<file path="config.mk">
export PLATFORM = sky130hd
export DESIGN_NAME = stack_unit
export DESIGN_NICKNAME = d
export VERILOG_FILES = /design/src/rtl/stack_unit_pkg.sv /design/src/rtl/stack_mem.sv /design/src/rtl/stack_unit.sv
export SDC_FILE = /design/constraint.sdc
export NUM_CORES = 1
export LEC_CHECK = 0
export ABC_CLOCK_PERIOD_IN_PS = 7800
export CAP_MARGIN = 20
export CORE_MARGIN = 5
export CORE_UTILIZATION = 32
export CTS_BUF_LIST = sky130_fd_sc_hd__clkbuf_8
export CTS_CLUSTER_SIZE = 8
export DETAILED_ROUTE_END_ITERATION = 8
export GPL_TIMING_DRIVEN = 0
export SLEW_MARGIN = 20
export SYNTH_ARGS = -nofsm -noshare
export SYNTH_HDL_FRONTEND = slang
export SYNTH_SLANG_ARGS = --single-unit
</file>
<file path="constraint.sdc">
create_clock -name clk -period 7.8 [get_ports clk]
set_input_delay 2.34 -clock clk [delete_from_list [all_inputs] [get_ports clk]]
set_output_delay 2.34 -clock clk [all_outputs]
set_load 0.01 [all_outputs]
</file>
<file path="src/rtl/stack_unit_pkg.sv">
// Shared constants for the operand stack: pointer width and the {push,pop} opcode
// encoding that the controller also drives.
package stack_unit_pkg;

  localparam int STACK_WIDTH = 32;
  localparam int STACK_DEPTH = 16;
  localparam int SP_W        = $clog2(STACK_DEPTH) + 1;

  localparam logic [1:0] OP_NOP  = 2'b00;
  localparam logic [1:0] OP_POP  = 2'b01;
  localparam logic [1:0] OP_PUSH = 2'b10;
  localparam logic [1:0] OP_REPL = 2'b11;

endpackage

</file>
<file path="src/rtl/stack_mem.sv">
// DEPTH x WIDTH register array: one synchronous write port, two asynchronous
// read ports, no reset.
module stack_mem #(
  parameter int WIDTH = 32,
  parameter int DEPTH = 16,
  parameter int AW    = $clog2(DEPTH)
) (
  input  logic             clk,
  input  logic             we,
  input  logic [AW-1:0]    waddr,
  input  logic [WIDTH-1:0] wdata,
  input  logic [AW-1:0]    raddr_a,
  output logic [WIDTH-1:0] rdata_a,
  input  logic [AW-1:0]    raddr_b,
  output logic [WIDTH-1:0] rdata_b
);

  logic [WIDTH-1:0] mem_q [DEPTH];

  always_ff @(posedge clk) begin
    if (we) mem_q[waddr] <= wdata;
  end

  assign rdata_a = mem_q[raddr_a];
  assign rdata_b = mem_q[raddr_b];

endmodule

</file>
<file path="src/rtl/stack_unit.sv">
// LIFO operand stack: occupancy count, sticky overflow/underflow flags, command
// decode and TOS/NOS masking around a stack_mem array.
module stack_unit
  import stack_unit_pkg::*;
#(
  parameter int WIDTH = 32,
  parameter int DEPTH = 16
) (
  input  logic                     clk,
  input  logic                     reset,
  input  logic                     push,
  input  logic                     pop,
  input  logic                     clr_flags,
  input  logic [WIDTH-1:0]         din,
  output logic [WIDTH-1:0]         tos,
  output logic [WIDTH-1:0]         nos,
  output logic [$clog2(DEPTH):0]   count,
  output logic                     empty,
  output logic                     full,
  output logic                     overflow,
  output logic                     underflow
);

  localparam int AW = $clog2(DEPTH);
  localparam int CW = AW + 1;

  logic [CW-1:0]    count_q, count_d;
  logic             overflow_q, overflow_d;
  logic             underflow_q, underflow_d;
  logic             mem_we;
  logic [CW-1:0]    wr_idx, tos_idx, nos_idx;
  logic [WIDTH-1:0] rd_tos, rd_nos;

  always_comb begin
    count_d     = count_q;
    overflow_d  = clr_flags ? 1'b0 : overflow_q;
    underflow_d = clr_flags ? 1'b0 : underflow_q;
    mem_we      = 1'b0;
    wr_idx      = count_q;
    tos_idx     = count_q - CW'(1);
    nos_idx     = count_q - CW'(2);
    case ({push, pop})
      OP_PUSH: begin
        if (full) begin
          overflow_d = 1'b1;
        end else begin
          mem_we  = 1'b1;
          count_d = count_q + CW'(1);
        end
      end
      OP_POP: begin
        if (empty) underflow_d = 1'b1;
        else       count_d     = count_q - CW'(1);
      end
      OP_REPL: begin
        if (empty) begin
          underflow_d = 1'b1;
        end else begin
          mem_we = 1'b1;
          wr_idx = tos_idx;
        end
      end
      default: ;
    endcase
  end

  always_ff @(posedge clk or posedge reset) begin
    if (reset) begin
      count_q     <= '0;
      overflow_q  <= 1'b0;
      underflow_q <= 1'b0;
    end else begin
      count_q     <= count_d;
      overflow_q  <= overflow_d;
      underflow_q <= underflow_d;
    end
  end

  // Storage has no reset, so gate the write to drop a command coinciding with reset.
  stack_mem #(.WIDTH(WIDTH), .DEPTH(DEPTH)) u_mem (
    .clk     (clk),
    .we      (mem_we & ~reset),
    .waddr   (wr_idx[AW-1:0]),
    .wdata   (din),
    .raddr_a (tos_idx[AW-1:0]),
    .rdata_a (rd_tos),
    .raddr_b (nos_idx[AW-1:0]),
    .rdata_b (rd_nos)
  );

  assign empty     = (count_q == '0);
  assign full      = (count_q == CW'(DEPTH));
  assign tos       = empty ? '0 : rd_tos;
  assign nos       = (count_q < CW'(2)) ? '0 : rd_nos;
  assign count     = count_q;
  assign overflow  = overflow_q;
  assign underflow = underflow_q;

endmodule

</file>
==> run metrics, run 1 <==
syn avg cell area=approximately 20 um^2; element type at the critical path start=flip-flop; result of the run=completed; total setup buffers inserted after CTS=0; CP dominant cell by count=sky130_fd_sc_hd__buf_2; power density over the cells=466 nW/um^2; commonest cells in the synthesized netlist=512 x sky130_fd_sc_hd__edfxtp_1, 246 x sky130_fd_sc_hd__mux4_2, 141 x sky130_fd_sc_hd__mux2i_1; number of enable-type register cells in the synthesized netlist=slightly above 500; origin of the worst min-delay path=overflow; max-slew violation count=0; width of the chip=286 um; leak pwr=around 9.8 nW; Area growth syn-to-layout=19.8%; final hold violation count=0; slowest cell on the critical path=sky130_fd_sc_hd__xor2_1; hold bufs inserted after CTS=0; fraction of the yosys area taken by sequential cells=around 64%; worst flop-to-flop path startpoint=count[0]; number of global-route vias before repair=roughly 15,000; DRC viols=0; # nets final=~1,600; type of the most critical hold path=flip-flop to flip-flop; vias post-DR=between 10,000 and 15,000; CTS tree=built; first-pass GRT wire length=between 100,000 and 150,000 um; remaining antenna violation count=0; Cell variety after synth=45; count of state elements after synthesis=519; unrepaired setup endpoints after global routing=no; required time at the worst-slack endpoint=around 5.5 ns; Final Setup Violations=0; Max Clock Freq=between 100 and 150 MHz; iteration count of the initial detailed-routing pass=7; number of warnings reported in the yosys synthesis log=0; pin count of the biggest net entering global routing=17; count of port buffers added during placement=~110; ports placed on the boundary=110; peak fanout along the critical path=10; CTS root buffer=sky130_fd_sc_hd__clkbuf_8; starting utilization of the core area=roughly 32%; max_slew headroom=21.1%; cell with the most instances after synthesis=sky130_fd_sc_hd__edfxtp_1; die height=around 290 um; placed instance area=27,500 um^2; start point of the critical path=count[0]; later-pin clock latency in the skew report=~0.7 ns; register-to-register setup slack=around 2.7 ns; post-layout utilization of the core=between 30% and 40%; maximum clock path buffer count=3; die area=a little over 80,000 um^2; length in cells of the worst reg-to-reg path=15; placement row count=between 100 and 150; Design Area, Final=between 20,000 and 30,000 um^2; share of the synthesized area in the top cell type=around 63%; First DRT Iteration DRCs=around 1,800; prevailing post-synth register cell=sky130_fd_sc_hd__edfxtp_1; final HPWL from detailed placement=52,500 um; cells resized by post-CTS repair=0; non-filler instance count after layout=between 2,000 and 3,000; per-cell routed wire length=between 20 and 30 um; Clock transition at path regs=0.06 ns; Post-Synthesis Net Count=approximately 1,200; fraction of layout cells with a size suffix above 1=between 30% and 40%; top cells by area, synth=sky130_fd_sc_hd__edfxtp_1 63%, sky130_fd_sc_hd__mux4_2 23%, sky130_fd_sc_hd__mux2i_1 5.8%, sky130_fd_sc_hd__o22ai_1 1.6%, sky130_fd_sc_hd__buf_2 1.1%; post-synthesis instance area=roughly 24,000 um^2; period utilisation layout=a little over nine tenths; number of placed instances, taps included=~2,400; CTS buffer count=91; Post-synth ARST share=1.35%; synthesized instance count=approximately 1,200; cells along the critical path=buf_2, buf_4, buf_2, inv_2, ha_1, buf_2, xor2_1, nand2_2, buf_2, o22ai_1, clkdlybuf4s50_1; crit path capture=tos[30]; critical setup path kind=flip-flop to output pin; Final Wtd Congestion=a little over 0.8; CTS H-tree lvls=3; library cell with the largest summed area after synthesis=sky130_fd_sc_hd__edfxtp_1; Final min period=about 7.5 ns; IR drop worst, VDD=slightly below 0.3 mV; max-capacitance violation count=0; area of the core=75,700 um^2; global-route congestion overflow total=0; measured slew at the worst slew-check pin=1.18 ns; Layout Skew=roughly 0.034 ns; Total Routed Length=approximately 74,000 um; Tot GR Track Use=between 15 and 20%; total power after layout=13.6 mW; Sinks on Clock Net=between 500 and 600; initial antenna violation count=3; detailed-route vias per instance=around 5.7; delay contributed by the slowest stage of the critical path=around 0.76 ns; number of fill cells in the layout=6,793; Arrival @ worst endpoint=slightly above 5 ns; end of the worst register-to-register path=u_mem.mem_q[5][11]; kind of capture point of the worst setup path=output pin
## cell families (layout without fill, tap and decap cells)
group           count (synthesis)  count (layout)  synth area share [%]
fa+ha+maj                       5               5                 0.257
other cells                     0               1                     0
simple gates                   93              93                  2.43
xor+xnor                        8               8                 0.287
buf+inv                       104             484                  2.16
compound gates                 79              79                  2.32
flops                         519             519                  63.8
mux                           392             392                  28.8
## state kept, by name, summed over array words and instances (netlist names)
name / count
underflow: 1
u_mem.mem_q: 512
overflow: 1
count: 5
## cell type report
type                            instances  area, um^2  share of cell area [%]
Multi-Input combinational cell        577        8390                    28.7
Clock buffer                           92        1270                    4.34
Inverter                                8        32.5                   0.111
Timing Repair Buffer                  218        1840                    6.29
Tap cell                              978        1220                    4.19
Antenna cell                            1        2.50                 0.00857
Sequential cell                       519       15500                    53.2
Buffer                                 96         494                    1.69
Clock inverter                         70         408                    1.40
## metal layers
metal	track usage, %	vias up	part of all wire [%]
li1	-	5874	-
met3	4.53	111	8.9
met2	29.1	785	49
met4	4.27	6	2.2
met1	23.6	7724	40
met5	0.714	-	0.14
## where the power goes
part           internal [mW]  leakage, nW  switching (mW)  total [mW]
clock                   1.20        0.967            1.15        2.35
combinational           3.61         4.11            4.35        7.96
sequential              3.23         4.70          0.0683        3.30
total                   8.04         9.78            5.56        13.6
## critical path: cells and delay by family, from the launching register on
kind,cells,cell delay [ns]
AO/OA/AOI/OAI,1,0.47
buffers and inverters,7,2.10
adder cells (fa/ha/maj),1,0.23
flip-flops,1,0.42
XOR/XNOR,1,0.76
AND/OR/NAND/NOR,1,0.45
## layout by cell type, fill, tap and decap left out, drive strengths merged, types with 4 or more instances in the layout
master / netlist / final
clkdlybuf4s50: 0 / 109
clkinvlp: 0 / 4
nand2: 12 / 12
nand3: 6 / 6
nor3: 19 / 19
dfrtp: 7 / 7
nand4: 6 / 6
mux2i: 141 / 141
xor2: 5 / 5
a31oi: 4 / 4
nor3b: 20 / 20
clkbuf: 19 / 111
inv: 8 / 42
clkinv: 0 / 29
edfxtp: 512 / 512
nand3b: 11 / 11
mux4: 246 / 246
nor4: 10 / 10
buf: 77 / 186
o22ai: 64 / 64
mux2: 5 / 5
ha: 5 / 5
## how the worst min path moves through the flow
stage               cells past startpoint  slack (ns)        end
floorplan                               1        0.54  underflow
global placement                        1        0.50  underflow
detailed placement                      1        0.50   overflow
CTS                                     1        0.52   overflow
global route                            1        0.53   overflow
finish                                  1        0.52   overflow
## through the flow
stage	setup WS (ns)	setup TNS, ns	hold WS, ns
after floorplan	1.11	0	0.544
after global placement	-4.79	-1499.90	0.498
after detailed placement	1.05	0	0.503
after CTS	0.294	0	0.517
after global routing	0.141	0	0.525
final	0.321	0	0.519
Note: power is estimated with default switching activity, not from simulation.
==> run 2, diff against run 1 <==
--- a/config.mk
+++ b/config.mk
@@ -17,3 +17,4 @@
 export SYNTH_ARGS = -nofsm -noshare
 export SYNTH_HDL_FRONTEND = slang
 export SYNTH_SLANG_ARGS = --single-unit
+export TNS_END_PERCENT = 5
==> results of run 2 <==
Final layout, timing and power as in run 1 (identical DEF).
